===== config.mk =====
export PLATFORM = sky130hd
export DESIGN_NAME = fir_tap_pair_sequencer
export DESIGN_NICKNAME = d
export VERILOG_FILES = /design/src/rtl/fir_pkg.sv /design/src/rtl/fir_sample_ring.sv /design/src/rtl/fir_tap_pair_sequencer.sv
export SDC_FILE = /design/constraint.sdc
export NUM_CORES = 1
export LEC_CHECK = 0
export ABC_CLOCK_PERIOD_IN_PS = 3850
export BUFFER_PORTS_ARGS = -buffer_cell sky130_fd_sc_hd__buf_2
export CAP_MARGIN = 40
export CORE_MARGIN = 4
export CORE_UTILIZATION = 55
export CTS_CLUSTER_SIZE = 8
export DETAILED_ROUTE_END_ITERATION = 12
export PLACE_DENSITY = 0.72
export RECOVER_POWER = 25
export SKIP_CTS_REPAIR_TIMING = 1
export SLEW_MARGIN = 20
export SYNTH_ARGS = -nofsm -noshare
export SYNTH_HDL_FRONTEND = slang
export SYNTH_SLANG_ARGS = --single-unit

===== constraint.sdc =====
create_clock -name clk -period 3.85 [get_ports clk]
set_clock_uncertainty 0.15 [all_clocks]
set_input_delay 0.77 -clock clk [delete_from_list [all_inputs] [get_ports clk]]
set_output_delay 0.77 -clock clk [all_outputs]
set_load 0.02 [all_outputs]

===== src/rtl/fir_pkg.sv =====
// Shared definitions for the antisymmetric FIR datapath: sequencer state
// encoding, pointer sizing helper and default widths shared with the subtractor and MAC.
package fir_pkg;

  localparam int FIR_IN_DATAWIDTH = 8;
  localparam int FIR_TAPS         = 16;

  typedef enum logic {
    IDLE = 1'b0,
    EMIT = 1'b1
  } seq_state_t;

  // Index width for n entries, never narrower than one bit.
  function automatic int ptr_width(input int n);
    return (n <= 2) ? 1 : $clog2(n);
  endfunction

endpackage


===== src/rtl/fir_sample_ring.sv =====
// Sample history ring: one write port, two combinational read ports,
// contents cleared asynchronously so unfilled history reads as zero.
module fir_sample_ring
  import fir_pkg::*;
#(
  parameter int DW   = FIR_IN_DATAWIDTH,
  parameter int TAPS = FIR_TAPS,
  localparam int AW  = ptr_width(TAPS)
) (
  input  logic          clk,
  input  logic          rst_n,
  input  logic          wr_en,
  input  logic [AW-1:0] wr_addr,
  input  logic [DW-1:0] wr_data,
  input  logic [AW-1:0] rd_addr_a,
  output logic [DW-1:0] rd_data_a,
  input  logic [AW-1:0] rd_addr_b,
  output logic [DW-1:0] rd_data_b
);

  logic [DW-1:0] mem [TAPS];

  always_ff @(posedge clk or negedge rst_n) begin
    if (!rst_n) begin
      for (int i = 0; i < TAPS; i++) mem[i] <= '0;
    end else if (wr_en) begin
      mem[wr_addr] <= wr_data;
    end
  end

  assign rd_data_a = mem[rd_addr_a];
  assign rd_data_b = mem[rd_addr_b];

endmodule


===== src/rtl/fir_tap_pair_sequencer.sv =====
// Emits TAPS/2 antisymmetric operand pairs (x[n-k], x[n-(TAPS-1-k)]) per
// accepted sample on a valid/ready stream feeding the pre-subtractor.
//
// state | meaning
// IDLE  | ready for a new sample, no pair on the output
// EMIT  | presenting pair k, advancing on each handshake
module fir_tap_pair_sequencer
  import fir_pkg::*;
#(
  parameter int IN_DATAWIDTH = FIR_IN_DATAWIDTH,
  parameter int TAPS         = FIR_TAPS,
  localparam int KW          = ptr_width(TAPS / 2),
  localparam int AW          = ptr_width(TAPS)
) (
  input  logic                    clk,
  input  logic                    rst_n,
  input  logic                    s_valid,
  output logic                    s_ready,
  input  logic [IN_DATAWIDTH-1:0] s_data,
  output logic                    m_valid,
  input  logic                    m_ready,
  output logic [IN_DATAWIDTH-1:0] m_in1,
  output logic [IN_DATAWIDTH-1:0] m_in2,
  output logic [KW-1:0]           m_tap_idx,
  output logic                    m_first,
  output logic                    m_last
);

  seq_state_t    state_q, state_d;
  logic [KW-1:0] k_q;
  logic [AW-1:0] wr_ptr_q, np_q;
  logic [AW-1:0] k_ext, rd_addr_a, rd_addr_b;
  logic          accept, last;

  always_ff @(posedge clk or negedge rst_n) begin
    if (!rst_n) state_q <= IDLE;
    else        state_q <= state_d;
  end

  always_comb begin
    state_d = state_q;
    accept  = 1'b0;
    s_ready = 1'b0;
    m_valid = 1'b0;
    case (state_q)
      IDLE: begin
        s_ready = 1'b1;
        accept  = s_valid;
        if (s_valid) state_d = EMIT;
      end
      EMIT: begin
        m_valid = 1'b1;
        if (m_ready && last) state_d = IDLE;
      end
      default: state_d = IDLE;
    endcase
  end

  always_ff @(posedge clk or negedge rst_n) begin
    if (!rst_n) begin
      k_q      <= '0;
      wr_ptr_q <= '0;
      np_q     <= '0;
    end else if (accept) begin
      k_q      <= '0;
      np_q     <= wr_ptr_q;
      wr_ptr_q <= wr_ptr_q + AW'(1);
    end else if (state_q == EMIT && m_ready && !last) begin
      k_q <= k_q + KW'(1);
    end
  end

  // Power-of-two ring: pointer arithmetic wraps naturally at AW bits.
  assign k_ext     = AW'(k_q);
  assign rd_addr_a = np_q - k_ext;
  assign rd_addr_b = np_q + AW'(1) + k_ext;

  assign last      = (k_q == KW'(TAPS / 2 - 1));
  assign m_tap_idx = k_q;
  assign m_first   = (k_q == '0);
  assign m_last    = last;

  fir_sample_ring #(
    .DW   (IN_DATAWIDTH),
    .TAPS (TAPS)
  ) u_ring (
    .clk       (clk),
    .rst_n     (rst_n),
    .wr_en     (accept),
    .wr_addr   (wr_ptr_q),
    .wr_data   (s_data),
    .rd_addr_a (rd_addr_a),
    .rd_data_a (m_in1),
    .rd_addr_b (rd_addr_b),
    .rd_data_b (m_in2)
  );

endmodule


==> summary.md, run 1 <==
| Metric | Value |
|---|---|
| Count leader, synth | dfrtp_1 |
| Post-DR vias/cell | 6.71 |
| Met2 routed WL | 9610 um |
| Kind of critical path | register to primary output |
| CP Max Fanout | 8 |
| Startpoint types | register |
| R2r setup slk | 1.36 ns |
| Slew at the pin closest to its max-slew limit | 0.649 ns |
| Finished Cell Area | 8980 um2 |
| Post-synthesis mux area share | 0.372 |
| Area leader, netlist | dfrtp_1 |
| Max-cap viol count | 0 |
| Initial antenna violation count | 0 |
| CTS Buf Count | 17 |
| Xor/xnor share of the synthesized area | 0.00787 |
| Die area | 16,100 um2 |
| FMAX | 0.248 GHz |
| Final Core Density | 0.647 |
| Largest net degree at the start of global routing | 85 |
| Synth Flop Type | dfrtp_1 |
| CTS tree | built |
| # nets final | 617 |
| Worst min path class | register to register |
| # rows | 43 |
| Top-area cell type share of the netlist area | 0.450 |
| Synth cell types | 31 |
| Worst Setup SP | m_tap_idx[0] |
| Final setup violation count | 8 |
| Total wire length | 19,900 um |
| Placed Instance Area | 8160 um2 |
| Vias | 5,253 |
| Post-synth EDFFs | 0 |
| Failing checks | setup timing |
| Drt drc | 0 |
| Crit share post-route | 1.05 |
| Routability cong. | 0.797 |
| Reg-to-reg endpoint | u_ring.mem[64] |
| Syn-to-layout area delta | 15.3% |
| Hold path depth | 1 |
| Largest family of logic cells by synthesized area | multiplexers |
| WL/cell | 25.4 um |
| Slew Limit Fails | 0 |
| Crit path arrival time | 3.11 ns |
| Syn nets | 584 |
| Top Metal Used | met4 |
| Mapped cell area | 7790 um2 |
| # diodes | 0 |
| Final hold viol count | 0 |
| Final worst setup slack | -0.182 ns |
| Die Span X | 127 um |
| Num ports | 35 |
| Detailed placer's ending HPWL | 12,000 um |
| Synth top area cells | dfrtp_1 (45%), mux2_2 (19%), mux4_2 (19%), nand4_1 (2.7%), nand2_1 (2.3%) |
| CORE AREA | 13,900 um2 |
| Relative slew slack | 0.567 |
| Most instantiated cells after synthesis | dfrtp_1 (140), mux2_2 (128), mux4_2 (64), nand2_1 (47), nand4_1 (33) |
| TritonRoute pass-1 iters | 5 |
| Layout cells sized above 1 | 0.506 |
| Async S/R FF share, synth | 1.00 |
| Adder-Cell Fraction of Synth Area | 0.0260 |
| First-pass GRT wire length | 31,000 um |
| Die height | 127 um |
| Fraction of the yosys area taken by sequential cells | 0.450 |
| Antenna viol nets, final | 0 |
| Vias in the first global route | 5,453 |
| CTS max path bufs | 2 |
| Gate Count Post-Synth | 557 |
| Endpoint class of the critical path | primary output |
| Min Tclk post-route | 4.03 ns |
| Max IR drop VDD | 0.000663 V |
| Clk Latency, worst-skew pair | 0.42 ns |
| M1 wire length | 8180 um |
| Worst reg2reg path startpoint | state_q |
| WP data required | 2.93 ns |
| Root buffer cell | clkbuf_16 |
| Place WS | 0.258 ns |
| Synthesis-stage register bit count | 140 |
| Power Dens Cells | 917 nW/um2 |
| CTS H-tree depth | 4 |
| 1st-iter DRT viols | 442 |
| Leakage | 4.19 nW |
| RSZ-0062 raised after global routing | true |
| Met3 WL post-DR | 1760 um |
| FF-to-FF path depth | 5 |
| Syn_area_per_cell | 14.0 um2 |
| Synth Area in Simple Gates | 0.0840 |
| Worst Setup EP | m_in2[0] |
| GR Util All Layers | 0.254 |
| Clock transition at path regs | 0.05 ns |
| Ys Warns | 0 |
| GRT Residual Overflow | 0 |
| Synth Area in Compound Gates | 0.0272 |
| Worst hold slack | 0.377 ns |
| Sink Count | 140 |
| Initial core utilization | 0.561 |
| Port-buffer cells | 34 |
| Status | finished with violations |
==> cell type report <==
| cell class | instances | area [um2] |
|---|---|---|
| Clock buffer | 26 | 509 |
| Clock inverter | 6 | 130 |
| Fill cell | 987 | 4900 |
| Inverter | 9 | 33.8 |
| Multi-Input combinational cell | 367 | 4090 |
| Sequential cell | 140 | 3500 |
| Tap cell | 180 | 225 |
| Timing Repair Buffer | 55 | 485 |
==> logic make-up after synthesis <==
| kind of cell | after synthesis |
|---|---|
| xor gates and xnor gates | 7 |
| muxes | 193 |
| and+or+nand+nor | 126 |
| buffers and inverters | 50 |
| adders and majority gates | 15 |
| DFF | 140 |
| AOI/OAI and AO/OA | 26 |
==> stage by stage <==
step / total power [mW] / setup TNS [ns] / cells
after floorplan: 4.86 / 0 / 557
after global placement: 6.01 / 0 / 745
after detailed placement: 6.08 / 0 / 746
after CTS: 7.89 / -1.51 / 778
after global routing: 8.59 / -1.47 / 783
final: 8.23 / -1.10 / 783
==> routing by layer <==
layer,up-vias,global-route usage
met5,-,0
met4,0,0.0776
met3,34,0.0773
met2,269,0.388
met1,2765,0.357
li1,2185,-
==> flip-flops by register name (all words and copies together) (netlist names) <==
signal / count
u_ring.mem: 128
np_q: 4
wr_ptr_q: 4
m_tap_idx: 3
state_q: 1
==> report_power, final <==
group / switching [mW] / leakage, nW / internal, mW
clock network: 0.608 / 0.315 / 1.17
logic: 2.50 / 1.97 / 2.00
registers: 0.239 / 1.91 / 1.72
total: 3.35 / 4.19 / 4.89
==> worst min path at each step <==
stage                         start         endpoint  slack, ns
global placement    u_ring.mem[111]  u_ring.mem[111]       0.35
floorplan                     rst_n     m_tap_idx[0]       0.32
CTS                           rst_n   u_ring.mem[39]       0.28
finish               u_ring.mem[13]   u_ring.mem[13]       0.38
global route         u_ring.mem[13]   u_ring.mem[13]       0.39
detailed placement   u_ring.mem[41]   u_ring.mem[41]       0.36
==> critical path, stage by stage, from the launching register on <==
cell	delay, ns
dfrtp_2	0.42
inv_2	0.08
ha_4	0.13
inv_2	0.04
fa_2	0.72
clkbuf_16	0.23
mux4_2	0.49
nand2_1	0.08
a22o_1	0.21
nand3_2	0.12
buf_6	0.15
==> placed cells by master (no fill, tap or decap), types with 8 or more instances in the layout <==
| master | n |
|---|---|
| mux2_2 | 128 |
| nand3_1 | 11 |
| buf_2 | 25 |
| mux4_2 | 64 |
| a22o_1 | 18 |
| nand4_1 | 33 |
| dfrtp_1 | 139 |
| nand3_2 | 8 |
| nor2_2 | 11 |
| clkbuf_16 | 19 |
| buf_4 | 13 |
| nand2_1 | 43 |
| ha_1 | 12 |
(Power assumes the default switching activity.)
==> run 2: changes to the inputs <==
==> constraint.sdc (replaced) <==
create_clock -name clk -period 3.85 [get_ports clk]
set_clock_uncertainty 0.15 [all_clocks]
set_input_delay 0 -clock clk [delete_from_list [all_inputs] [get_ports clk]]
set_output_delay 0 -clock clk [all_outputs]
set_load 0.02 [all_outputs]
==> run 2 against run 1 <==
The flow finishes with violations (capacitance limit, slew limit). Via count up 0.78%. Hold slack better by 0.0012 ns. Critical path depth unchanged. Combinational power shrank 9.1%. Power is 5.1% lower. Critical endpoint is now m_in2[6].
==> summary.md, run 2 (synthesis gave the netlist of run 1 again) <==
| Metric | Value |
|---|---|
| Initial antenna violation count | 0 (unchanged) |
| Worst min path class | register to register (unchanged) |
| Final Core Density | 0.639 (was 0.647) |
| Die Span X | 127 um (unchanged) |
| Max IR drop VDD | 0.000521 V (was 0.000663 V) |
| Slew at the pin closest to its max-slew limit | 1.80 ns (was 0.649 ns) |
| CP Max Fanout | 12 (was 8) |
| # rows | 43 (unchanged) |
| CTS Buf Count | 17 (unchanged) |
| Kind of critical path | register to primary output (unchanged) |
| Vias in the first global route | 5,593 (was 5,453) |
| Biggest regs | u_ring.mem x128, np_q x4, wr_ptr_q x4 (unchanged) |
| Most common cell after layout, fill and taps aside | dfrtp_1 (unchanged) |
| Max reg flops | 128 (unchanged) |
| Drt drc | 0 (unchanged) |
| GRT Residual Overflow | 0 (unchanged) |
| TritonRoute pass-1 iters | 5 (unchanged) |
| Most frequent cells in the layout | dfrtp_1 (140), mux2_2 (128), mux4_2 (64), nand2_1 (47), nand4_1 (33) (was dfrtp_1 (139), mux2_2 (128), mux4_2 (64), nand2_1 (43), nand4_1 (33)) |
| CTS H-tree depth | 4 (unchanged) |
| Worst hold slack | 0.378 ns (was 0.377 ns) |
| Layout cells sized above 1 | 0.466 (was 0.506) |
| Relative slew slack | -0.200 (was 0.567) |
| Finished Cell Area | 8880 um2 (was 8980 um2) |
| Most flops, register | u_ring.mem (unchanged) |
| Final hold viol count | 0 (unchanged) |
| Worst reg2reg path startpoint | state_q (unchanged) |
| Sink Count | 140 (unchanged) |
| Min-delay src | u_ring.mem[0] (was u_ring.mem[13]) |
| Failing checks | capacitance limit, slew limit (was setup timing) |
| Total wire length | 19,900 um (about the same) |
| Final Power | 7.81 mW (was 8.23 mW) |
| Initial core utilization | 0.561 (unchanged) |
| Routability cong. | 0.790 (was 0.797) |
| # nets final | 627 (was 617) |
| Syn-to-layout area delta | 14.0% (was 15.3%) |
| Port-buffer cells | 34 (unchanged) |
| Min Tclk post-route | 3.59 ns (was 4.03 ns) |
| Placed Instance Area | 8140 um2 (was 8160 um2) |
| Leakage | 4.13 nW (was 4.19 nW) |
| Post-DR vias/cell | 6.69 (was 6.71) |
| Slew Limit Fails | 71 (was 0) |
| CTS max path bufs | 2 (unchanged) |
| CORE AREA | 13,900 um2 (unchanged) |
| Final setup violation count | 0 (was 8) |
| CTS tree | built (unchanged) |
| Worst Setup SP | m_tap_idx[0] (unchanged) |
| Clk Latency, worst-skew pair | 0.43 ns (was 0.42 ns) |
| Largest net degree at the start of global routing | 71 (was 85) |
| Status | finished with violations (unchanged) |
| WP data required | 3.70 ns (was 2.93 ns) |
| Clock transition at path regs | 0.06 ns (was 0.05 ns) |
| Max-cap viol count | 1 (was 0) |
| WL/cell | 25.1 um (was 25.4 um) |
| FMAX | 0.278 GHz (was 0.248 GHz) |
| Antenna viol nets, final | 0 (unchanged) |
| # diodes | 0 (unchanged) |
| RSZ-0062 raised after global routing | false (was true) |
| Crit share post-route | 0.933 (was 1.05) |
| Num ports | 35 (unchanged) |
| Endpoint class of the critical path | primary output (unchanged) |
| Vias | 5,294 (was 5,253) |
| GR Util All Layers | 0.259 (was 0.254) |
| Crit path arrival time | 3.44 ns (was 3.11 ns) |
| Root buffer cell | clkbuf_16 (unchanged) |
| 1st-iter DRT viols | 623 (was 442) |
| Setup tns final | 0 ns (was -1.10 ns) |
| Startpoint types | register (unchanged) |
| First-pass GRT wire length | 31,700 um (was 31,000 um) |
| Detailed placer's ending HPWL | 12,600 um (was 12,000 um) |
| Power Dens Cells | 880 nW/um2 (was 917 nW/um2) |
| Die area | 16,100 um2 (unchanged) |
| Die height | 127 um (unchanged) |
## run 2: changes by cell type in the layout (fill, tap and decap cells not counted), sizes merged
cell	previous run	this run
bufinv	4	5
clkinv	2	3
buf	50	48
dlygate4sd3	1	12
clkbuf	30	27
## run 2: power by group
group | internal [mW] | switching [mW]
sequential | 1.71 | 0.232
clock | 1.17 | 0.606
combinational | 1.74 | 2.35
## run 2: cell type report
cell class	instances	area, um2
well taps	180	225
inverters	9	33.8
clock buffers	22	464
clock inverters	8	165
fillers	1011	5000
repair buffers	65	445
flip-flops and latches	140	3500
multi-input cells	367	4040
## run 2: final timing paths
| path | to | slack [ns] | cells past startpoint |
|---|---|---|---|
| min in group asynchronous | u_ring.mem[111] | 0.43 | 2 |
| min reg2reg | u_ring.mem[0] | 0.38 | 1 |
| max in group asynchronous | u_ring.mem[16] | 1.67 | 3 |
| max | m_in2[6] | 0.26 | 10 |
| min | u_ring.mem[0] | 0.38 | 1 |
| max reg2reg | u_ring.mem[84] | 1.28 | 5 |
## run 2: metrics by stage
step                      std cells  setup WS, ns
after floorplan                 557          1.09
after global placement          747         0.722
after detailed placement        749         0.683
final                           791         0.259
after CTS                       779         0.224
after global routing            791        0.0532
## run 2: layer usage
metal	GRT usage	part of all wire	vias to the layer above
met4	0.0852	0.026	0
met2	0.415	0.49	248
li1	-	-	2212
met3	0.0778	0.078	47
met5	0	0	-
met1	0.342	0.41	2787
## run 2: critical path: stages, from the launching register on
cell	delay (ns)
dfrtp_1	0.42
inv_1	0.14
ha_4	0.15
inv_1	0.05
fa_2	0.83
buf_4	0.28
buf_4	0.24
mux4_2	0.51
nand4_1	0.11
nand3_1	0.10
buf_2	0.17
